===== src/rtl/lfsr_pkg.sv =====
// Shared Galois LFSR types and helpers.
// Single-step function is width-agnostic up to MAX_W bits.
package lfsr_pkg;

  localparam int MAX_W = 64;

  localparam logic [31:0] POLY_32 = 32'h8020_0003;
  localparam logic [15:0] POLY_16 = 16'hB400;

  function automatic logic [MAX_W-1:0] galois_step(
    input logic [MAX_W-1:0] s,
    input logic [MAX_W-1:0] poly,
    input int               w
  );
    logic [MAX_W-1:0] sh;
    logic [MAX_W-1:0] r;
    sh = s >> 1;
    r  = '0;
    for (int i = 0; i < MAX_W; i++) begin
      if (i < w - 1) begin
        r[i] = sh[i] ^ (poly[i] & s[0]);
      end else if (i == w - 1) begin
        r[i] = s[0];
      end
    end
    return r;
  endfunction

endpackage


===== src/rtl/galois_lfsr_stream_if.sv =====
// Control and valid/ready stream bundle of the LFSR source.
// slave = generator side, master = controller/consumer side.
interface galois_lfsr_stream_if #(
  parameter int WIDTH = 32,
  parameter int OUT_W = WIDTH
);

  logic             enable;
  logic             seed_load;
  logic [WIDTH-1:0] seed_in;
  logic [OUT_W-1:0] dout;
  logic             dout_valid;
  logic             dout_ready;
  logic             seed_zero;
  logic             period_done;
  logic [WIDTH-1:0] state;

  modport master (
    output enable,
    output seed_load,
    output seed_in,
    output dout_ready,
    input  dout,
    input  dout_valid,
    input  seed_zero,
    input  period_done,
    input  state
  );

  modport slave (
    input  enable,
    input  seed_load,
    input  seed_in,
    input  dout_ready,
    output dout,
    output dout_valid,
    output seed_zero,
    output period_done,
    output state
  );

endinterface


===== src/rtl/galois_lfsr_multistep.sv =====
// Combinational STEPS-deep Galois LFSR chain.
// Reusable by parallel scramblers.
module galois_lfsr_multistep
  import lfsr_pkg::*;
#(
  parameter int               WIDTH = 32,
  parameter logic [WIDTH-1:0] POLY  = WIDTH'(POLY_32),
  parameter int               STEPS = 1
) (
  input  logic [WIDTH-1:0] din,
  output logic [WIDTH-1:0] dout
);

  logic [WIDTH-1:0] chain [STEPS+1];

  assign chain[0] = din;

  for (genvar k = 0; k < STEPS; k++) begin : g_step
    assign chain[k+1] = WIDTH'(galois_step(
      MAX_W'(chain[k]), MAX_W'(POLY), WIDTH));
  end

  assign dout = chain[STEPS];

endmodule


===== src/rtl/galois_lfsr_stream.sv =====
// Galois LFSR stream source: seed load, lock-up
// recovery, period-complete pulse, STEPS per word.
module galois_lfsr_stream
  import lfsr_pkg::*;
#(
  parameter int               WIDTH = 32,
  parameter logic [WIDTH-1:0] POLY  = WIDTH'(POLY_32),
  parameter logic [WIDTH-1:0] SEED  = WIDTH'(1),
  parameter int               STEPS = 1,
  parameter int               OUT_W = WIDTH
) (
  input logic                  clk,
  input logic                  reset,
  galois_lfsr_stream_if.slave  bus
);

  if (WIDTH < 3 || WIDTH > MAX_W) begin : g_chk_w
    $error("WIDTH out of range");
  end
  if (POLY[WIDTH-1] != 1'b1) begin : g_chk_poly
    $error("POLY top bit must be set");
  end
  if (STEPS < 1 || STEPS > WIDTH) begin : g_chk_steps
    $error("STEPS out of range");
  end
  if (OUT_W < 1 || OUT_W > WIDTH) begin : g_chk_outw
    $error("OUT_W out of range");
  end
  if (SEED == '0) begin : g_chk_seed
    $error("SEED must be nonzero");
  end

  logic [WIDTH-1:0] state_q, state_d;
  logic [WIDTH-1:0] seed_q, seed_d;
  logic             valid_q, valid_d;
  logic             seed_zero_q, seed_zero_d;
  logic             period_done_q, period_done_d;

  logic [WIDTH-1:0] step_nxt;
  logic [WIDTH-1:0] load_val;
  logic             seed_is_zero;
  logic             accept;

  galois_lfsr_multistep #(
    .WIDTH (WIDTH),
    .POLY  (POLY),
    .STEPS (STEPS)
  ) u_step (
    .din  (state_q),
    .dout (step_nxt)
  );

  assign seed_is_zero = (bus.seed_in == '0);
  assign load_val     = seed_is_zero ? SEED : bus.seed_in;
  assign accept       = valid_q & bus.dout_ready;

  // Load beats lock-up recovery beats advance.
  always_comb begin
    state_d       = state_q;
    seed_d        = seed_q;
    valid_d       = bus.enable;
    seed_zero_d   = 1'b0;
    period_done_d = 1'b0;
    if (bus.seed_load) begin
      state_d     = load_val;
      seed_d      = load_val;
      seed_zero_d = seed_is_zero;
      valid_d     = 1'b0;
    end else if (state_q == '0) begin
      state_d = SEED;
    end else if (accept) begin
      state_d       = step_nxt;
      period_done_d = (step_nxt == seed_q);
    end
  end

  always_ff @(posedge clk) begin
    if (reset) begin
      state_q       <= SEED;
      seed_q        <= SEED;
      valid_q       <= 1'b0;
      seed_zero_q   <= 1'b0;
      period_done_q <= 1'b0;
    end else begin
      state_q       <= state_d;
      seed_q        <= seed_d;
      valid_q       <= valid_d;
      seed_zero_q   <= seed_zero_d;
      period_done_q <= period_done_d;
    end
  end

  assign bus.dout        = state_q[OUT_W-1:0];
  assign bus.dout_valid  = valid_q;
  assign bus.seed_zero   = seed_zero_q;
  assign bus.period_done = period_done_q;
  assign bus.state       = state_q;

endmodule


===== src/flat_wrapper.sv =====
// flat-port wrapper written by rule: the top's interface ports become plain ports
module galois_lfsr_stream_flat import lfsr_pkg::*;
#(
  parameter int               WIDTH = 32,
  parameter logic [WIDTH-1:0] POLY  = WIDTH'(POLY_32),
  parameter logic [WIDTH-1:0] SEED  = WIDTH'(1),
  parameter int               STEPS = 1,
  parameter int               OUT_W = WIDTH
)
  (clk, reset, bus_enable, bus_seed_load, bus_seed_in, bus_dout_ready, bus_dout, bus_dout_valid, bus_seed_zero, bus_period_done, bus_state);
  galois_lfsr_stream_if #(.WIDTH(WIDTH), .OUT_W(OUT_W)) bus_i ();
  input logic clk;
  input logic reset;
  input wire logic [$bits(bus_i.enable)-1:0] bus_enable;
  input wire logic [$bits(bus_i.seed_load)-1:0] bus_seed_load;
  input wire logic [$bits(bus_i.seed_in)-1:0] bus_seed_in;
  input wire logic [$bits(bus_i.dout_ready)-1:0] bus_dout_ready;
  output wire logic [$bits(bus_i.dout)-1:0] bus_dout;
  output wire logic [$bits(bus_i.dout_valid)-1:0] bus_dout_valid;
  output wire logic [$bits(bus_i.seed_zero)-1:0] bus_seed_zero;
  output wire logic [$bits(bus_i.period_done)-1:0] bus_period_done;
  output wire logic [$bits(bus_i.state)-1:0] bus_state;
  assign bus_i.enable = bus_enable;
  assign bus_i.seed_load = bus_seed_load;
  assign bus_i.seed_in = bus_seed_in;
  assign bus_i.dout_ready = bus_dout_ready;
  assign bus_dout = bus_i.dout;
  assign bus_dout_valid = bus_i.dout_valid;
  assign bus_seed_zero = bus_i.seed_zero;
  assign bus_period_done = bus_i.period_done;
  assign bus_state = bus_i.state;
  galois_lfsr_stream #(.WIDTH(WIDTH), .POLY(POLY), .SEED(SEED), .STEPS(STEPS), .OUT_W(OUT_W)) u_core (.clk(clk), .reset(reset), .bus(bus_i));
endmodule

===== config.mk =====
export PLATFORM = sky130hd
export DESIGN_NAME = galois_lfsr_stream_flat
export DESIGN_NICKNAME = d
export VERILOG_FILES = /design/src/rtl/lfsr_pkg.sv /design/src/rtl/galois_lfsr_stream_if.sv /design/src/rtl/galois_lfsr_multistep.sv /design/src/rtl/galois_lfsr_stream.sv /design/src/flat_wrapper.sv
export SDC_FILE = /design/constraint.sdc
export NUM_CORES = 1
export LEC_CHECK = 0
export CAP_MARGIN = 20
export CORE_AREA = 5 5 94 96
export DETAILED_ROUTE_END_ITERATION = 10
export DIE_AREA = 0 0 99 101
export PLACE_DENSITY_LB_ADDON = 0.05
export SYNTH_ARGS = -nofsm -noshare
export SYNTH_HDL_FRONTEND = slang
export SYNTH_SLANG_ARGS = --single-unit

===== constraint.sdc =====
create_clock -name clk -period 3.7 [get_ports clk]
set_input_delay 0.37 -clock clk [delete_from_list [all_inputs] [get_ports clk]]
set_output_delay 0.37 -clock clk [all_outputs]
set_load 0.01 [all_outputs]

==> results.yml <==
route:
  viasPerCell: 5.54
  routedWlPerCell_um: 19.0
  drt_iter0_drc: 164
  route.detailed.drc: 0
  drt-total-wl_mm: 10.3
  ant_nets: 0
  drtPass1Iterations: 4
  via_count: 2998
sta:
  final_hold_viol_count: 0
  clock_skew_ns: 0.00818
  finalCritPeriodShare: 0.598
  rsz0062_at_grt: "false"
  max_freq_mhz: 452
  timing.hold.ws_ns: 0.512
  maxSlewViolCount: 0
  setup_slack_ns: 1.49
  setup_viol: 0
  relSlewSlack: 0.595
  tightest_slew_ns: 0.606
  finalCriticalPeriod_ns: 2.21
  fin_tns_setup_ns: 0
synth:
  yosys.area.top_type: "dfxtp_1"
  syn_inst: 370
  ys_ff_latch: 67
  syn_area_um2: 3430
  synthTopCellsByArea: "dfxtp_1, mux2i_1, xor2_1, a2bb2oi_1, buf_4"
  synth_nets: 408
  yosys_warnings: 0
  synth_top_area_frac: 0.391
  ys_types: 30
  syn_avg_cell_area_um2: 9.26
  synth-seq-area-share: 0.391
clocking:
  clk_pin_slew_worst_paths_ns: 0.07
  clock_sinks: 67
  cts_root_buffer: "clkbuf_8"
  htreeDepth: 3
  cts_buffer_depth: 2
  cts-resized-gates: 0
  clk_latency_ns: 0.34
  tritoncts: "done"
  cts_hold_buf: 0
  cts_buffers: 9
  postCtsSetupBuffers: 0
die:
  fp.coreArea_um2: 7970
  fp.dieArea_um2: 10000
  pin_count: 104
  fp-row-count: 33
  start_util: 0.430
  die_height_um: 101
  fp.dieW_um: 99
finish:
  drive_above_1_share: 0.0642
  fin_area_um2: 4460
  area_growth_pct: 30.2
  nets: 471
  diodes: 0
grt:
  grt_pass1_vias: 2986
  grt_remaining_overflow: 0
  grt_pass1_wl_mm: 16.3
  grt_start_max_net_pins: 35
  antenna_found_initial: 0
  track_usage: 0.207
worst_setup_path:
  timing.critical_path.from: "u_core.bus.dout[0]"
  critPathSlowestCell: "dfxtp_1"
  crit_end: "u_core.bus.dout[13]"
  r2r_cells: 7
  worstReg2RegEnd: "u_core.bus.dout[13]"
  arrival_ns: 2.48
  path_cells: "inv_1 -> ha_1 -> nor4b_2 -> nand4_1 -> o21ai_2 -> buf_4 -> a2bb2oi_1"
  r2r_setup_slack_ns: 1.49
  cpPeakStageDelay_ns: 0.41
  worstSetupEndpointType: "register"
  critical_path_class: "register to register"
  start_kind: "register"
  worstPathRequired_ns: 3.96
  r2r_start: "u_core.bus.dout[0]"
  crit_fanout: 24
placed_design:
  dpl.hpwl_mm: 7.30
  globalplace.congestion: 0.855
  pre_cts_slack_ns: 1.51
  port_buffers: 103
  place_area_um2: 4300
min_path:
  min_path_type: "register to register"
pwr:
  p_total_uw: 1770
  leakagePower_uw: 0.00181
  ir_worst_vdd_v: 0.000170
  power_density_nw_per_um2: 396
job:
  drv_cap: 0
run_status:
  outcome: "completed"
[kinds of logic (layout without fill, tap and decap cells)]
kind of cell             Yosys count  in the layout  synth area share
AND/OR/NAND/NOR                  102            102             0.140
AO/OA/AOI/OAI                     72             72             0.179
XOR/XNOR                          34             34            0.0869
multiplexers                      31             31            0.0905
adder cells (fa/ha/maj)            1              1           0.00365
buffers and inverters             63            129             0.108
flip-flops                        67             67             0.391
[stage by stage]
step,std cells,utilization
after global placement,527,0.539
after detailed placement,527,0.539
final,541,0.560
after CTS,541,0.560
after floorplan,370,-
after global routing,541,0.560
[layer usage]
metal	share of wire	vias to the layer above	GRT usage	wire length, um
met5	0	-	0	0
met4	0.017	0	0.0756	172
met3	0.069	12	0.0381	709
met2	0.47	124	0.324	4790
met1	0.45	1415	0.283	4590
li1	-	1447	-	-
[critical path: cells and delay by family, from the launching register on]
family                   cells  cell delay (ns)
flip-flops                   1             0.41
adder cells (fa/ha/maj)      1             0.17
AND/OR/NAND/NOR              2             0.44
AO/OA/AOI/OAI                2             0.60
buffers and inverters        2             0.50
[layout by cell type (no fill, tap or decap), types with 2 or more instances in the layout]
master           synthesis  layout
nand2_1                 32      32
clkinv_2                 0       3
dfxtp_1                 67      67
o221ai_1                30      30
nor2_1                  33      32
clkdlybuf4s50_1          0     102
inv_1                    3       3
a2bb2oi_1               31      31
nor4_1                  21      21
nand4_1                  6       6
buf_4                   35       9
clkbuf_8                 0      11
mux2i_1                 31      31
nor3_1                   4       4
o211ai_1                 2       2
o21a_1                   2       2
xor2_1                  34      34
o21ai_0                  2       2
[layout make-up]
cell class              instances  area (um^2)
multi-input cells             240         1720
repair buffers                112         1090
clock buffers                  11          151
clock inverters                 3         15.0
fillers                       728         3510
flip-flops and latches         67         1340
well taps                     105          131
inverters                       3         11.3
[how the worst min path moves through the flow]
stage | start | to | slack [ns] | cells after the start
floorplan | u_core.seed_q[0] | u_core.seed_q[0] | 0.48 | 2
global placement | u_core.seed_q[0] | u_core.seed_q[0] | 0.49 | 2
detailed placement | u_core.seed_q[0] | u_core.seed_q[0] | 0.50 | 2
CTS | u_core.seed_q[0] | u_core.seed_q[0] | 0.51 | 2
global route | u_core.seed_q[0] | u_core.seed_q[0] | 0.53 | 2
finish | u_core.seed_q[0] | u_core.seed_q[0] | 0.51 | 2
[cells in the mapped netlist (all sizes together)]
cell     count
o2bb2ai      1
a2bb2oi     31
inv          3
nand2       32
buf         39
and2         1
nor2b        1
clkbuf      21
nor2        33
and3         1
xor2        34
o21a         2
o21bai       1
nor3b        1
a21oi        1
nand3        1
dfxtp       67
o221ai      30
o21ai        3
nor4b        1
nor4        21
mux2i       31
o211a        1
nand4        6
o211ai       2
ha           1
nor3         4
[report_power, final]
part	leakage, uW	internal (uW)	switching (uW)
Clock	0.0000908	269	262
Combinational	0.00117	221	178
Sequential	0.000554	771	69.3
[sequential cells by signal, summed over array words and instances, names as in the netlist]
name / flops
u_core.bus.period_done: 1
u_core.bus.dout_valid: 1
u_core.seed_q: 32
u_core.bus.dout: 32
u_core.bus.seed_zero: 1
No activity file was read; power rests on OpenSTA's default activity.
==> patch (config.mk and constraints unchanged) <==
Reset style: asynchronous (`reset`), changed in one clocked block.
--- a/src/rtl/galois_lfsr_stream.sv
+++ b/src/rtl/galois_lfsr_stream.sv
@@ -75,5 +75,5 @@
   end
 
-  always_ff @(posedge clk) begin
+  always_ff @(posedge clk or posedge reset) begin
     if (reset) begin
       state_q       <= SEED;
Function: differs if reset is asserted again (counterexample within 4 cycles, from zero or initial values and one cycle with reset high); with reset held inactive, the same outputs for 10 cycles.
==> patch against the unedited design <==
Clock power up 21%. Wire length is 5.8% higher. Worst setup slack lost 320 ps. Utilization is 4.7 points higher. Final area up 8.4%. Combinational power grew 27%. Clock skew rose by 3.1 ps. Sequential cell count unchanged. Total power grew 16%. Non-clock buffer count down 2. Area after synthesis rose by 10%.
==> patch: results <==
metrics = {
    "clock_tree": {
        "cts-hold-fix-buffers": 0,
    },
    "synth": {
        "syn_nets": 402,
        "synthTopCellsByArea": "dfrtp_1 43%, a2bb2oi_2 12%, xor2_1 7.0%",
        "synth-seq-area-share_pct": 44.5,
        "async_reset_ff_share_pct": 100,
        "synth.distinct_cells": 30,
        "yosys-top-cells-count": "65 x dfrtp_1, 37 x nand2_1, 35 x inv_1",
    },
    "place": {
        "place_congestion": 0.846,
        "dpl-instance-area_mm2": 0.00462,
        "hpwl_um": 7650,
    },
    "global_routing": {
        "grt_pass1_vias": 3090,
        "globalRouteTotalUtil_pct": 22.3,
        "grt_max_degree": 69,
    },
    "route": {
        "wl_per_cell_um": 20.1,
        "drtPass1Iterations": 5,
        "drtIter0Drc": 205,
        "num_vias": 3023,
    },
    "setup_path": {
        "critPathSlowestCell": "o211ai_4",
        "arrival_ps": 2800,
        "slowest_delay_ps": 650,
        "cp_max_fo": 17,
        "crit_start": "u_core.bus.dout[19]$_DFFE_PP0P_",
    },
    "min_path": {
        "worstHoldStart": "u_core.seed_q[6]$_DFFE_PP0P_",
    },
    "pwr": {
        "p_leak_nw": 2.00,
        "irDropWorstVdd_mv": 0.188,
    },
    "status": {
        "status": "finished, final reports clean",
    },
    "sta": {
        "holdWs_ps": 539,
        "setup_ws_ps": 1160,
        "clock_skew_ps": 11.3,
        "max-slew-margin-rel_pct": 42.4,
    },
    "finish": {
        "layout.nets": 468,
        "drive_above_1_share_pct": 13.3,
    },
}
patch: stage by stage:
step	cells	util (%)
after detailed placement	524	58.0
after CTS	540	60.7
final	540	60.7
after global placement	524	58.0
after floorplan	364	-
after global routing	540	60.7
patch: area by class of cell:
cell class | count | area, µm²
Sequential cell | 67 | 1680
Fill cell | 677 | 3130
Timing Repair Buffer | 110 | 1080
Tap cell | 105 | 131
Clock buffer | 12 | 165
Clock inverter | 4 | 47.5
Inverter | 35 | 131
Multi-Input combinational cell | 207 | 1600
patch: worst paths after layout:
check | cells past startpoint | to
worst max-delay path | 5 | u_core.bus.dout[20]$_DFFE_PP0P_
worst min-delay path | 2 | u_core.seed_q[6]$_DFFE_PP0P_
worst max register to register | 5 | u_core.bus.dout[20]$_DFFE_PP0P_
worst min register to register | 2 | u_core.seed_q[6]$_DFFE_PP0P_
max in group asynchronous | 3 | u_core.bus.dout[23]$_DFFE_PP0P_
min in group asynchronous | 3 | u_core.seed_q[6]$_DFFE_PP0P_
patch: worst min-delay path, stage by stage (launching register included):
cell and delay, ps:
dfrtp_1 390, inv_1 50, o21ai_0 60
patch: cells by family (layout without fill, tap and decap cells):
family / after synthesis / in the layout / share of synthesized area, %
compound gates: 100 / 100 / 24.7
buf+inv: 90 / 161 / 12.9
simple gates: 72 / 72 / 9.59
flops: 67 / 67 / 44.5
xor+xnor: 34 / 34 / 7.90
fa+ha+maj: 1 / 1 / 0.332
patch: report_power, final:
group          switching, mW  internal (mW)
logic                  0.220          0.283
clock network          0.280          0.364
registers              0.106          0.802
patch: layer usage:
layer	GRT usage (%)	part of all wire (%)	vias to the layer above
met3	5.67	6.6	13
li1	-	-	1401
met4	5.67	1.5	0
met5	0	0	-
met2	35.1	48	118
met1	31.0	44	1491
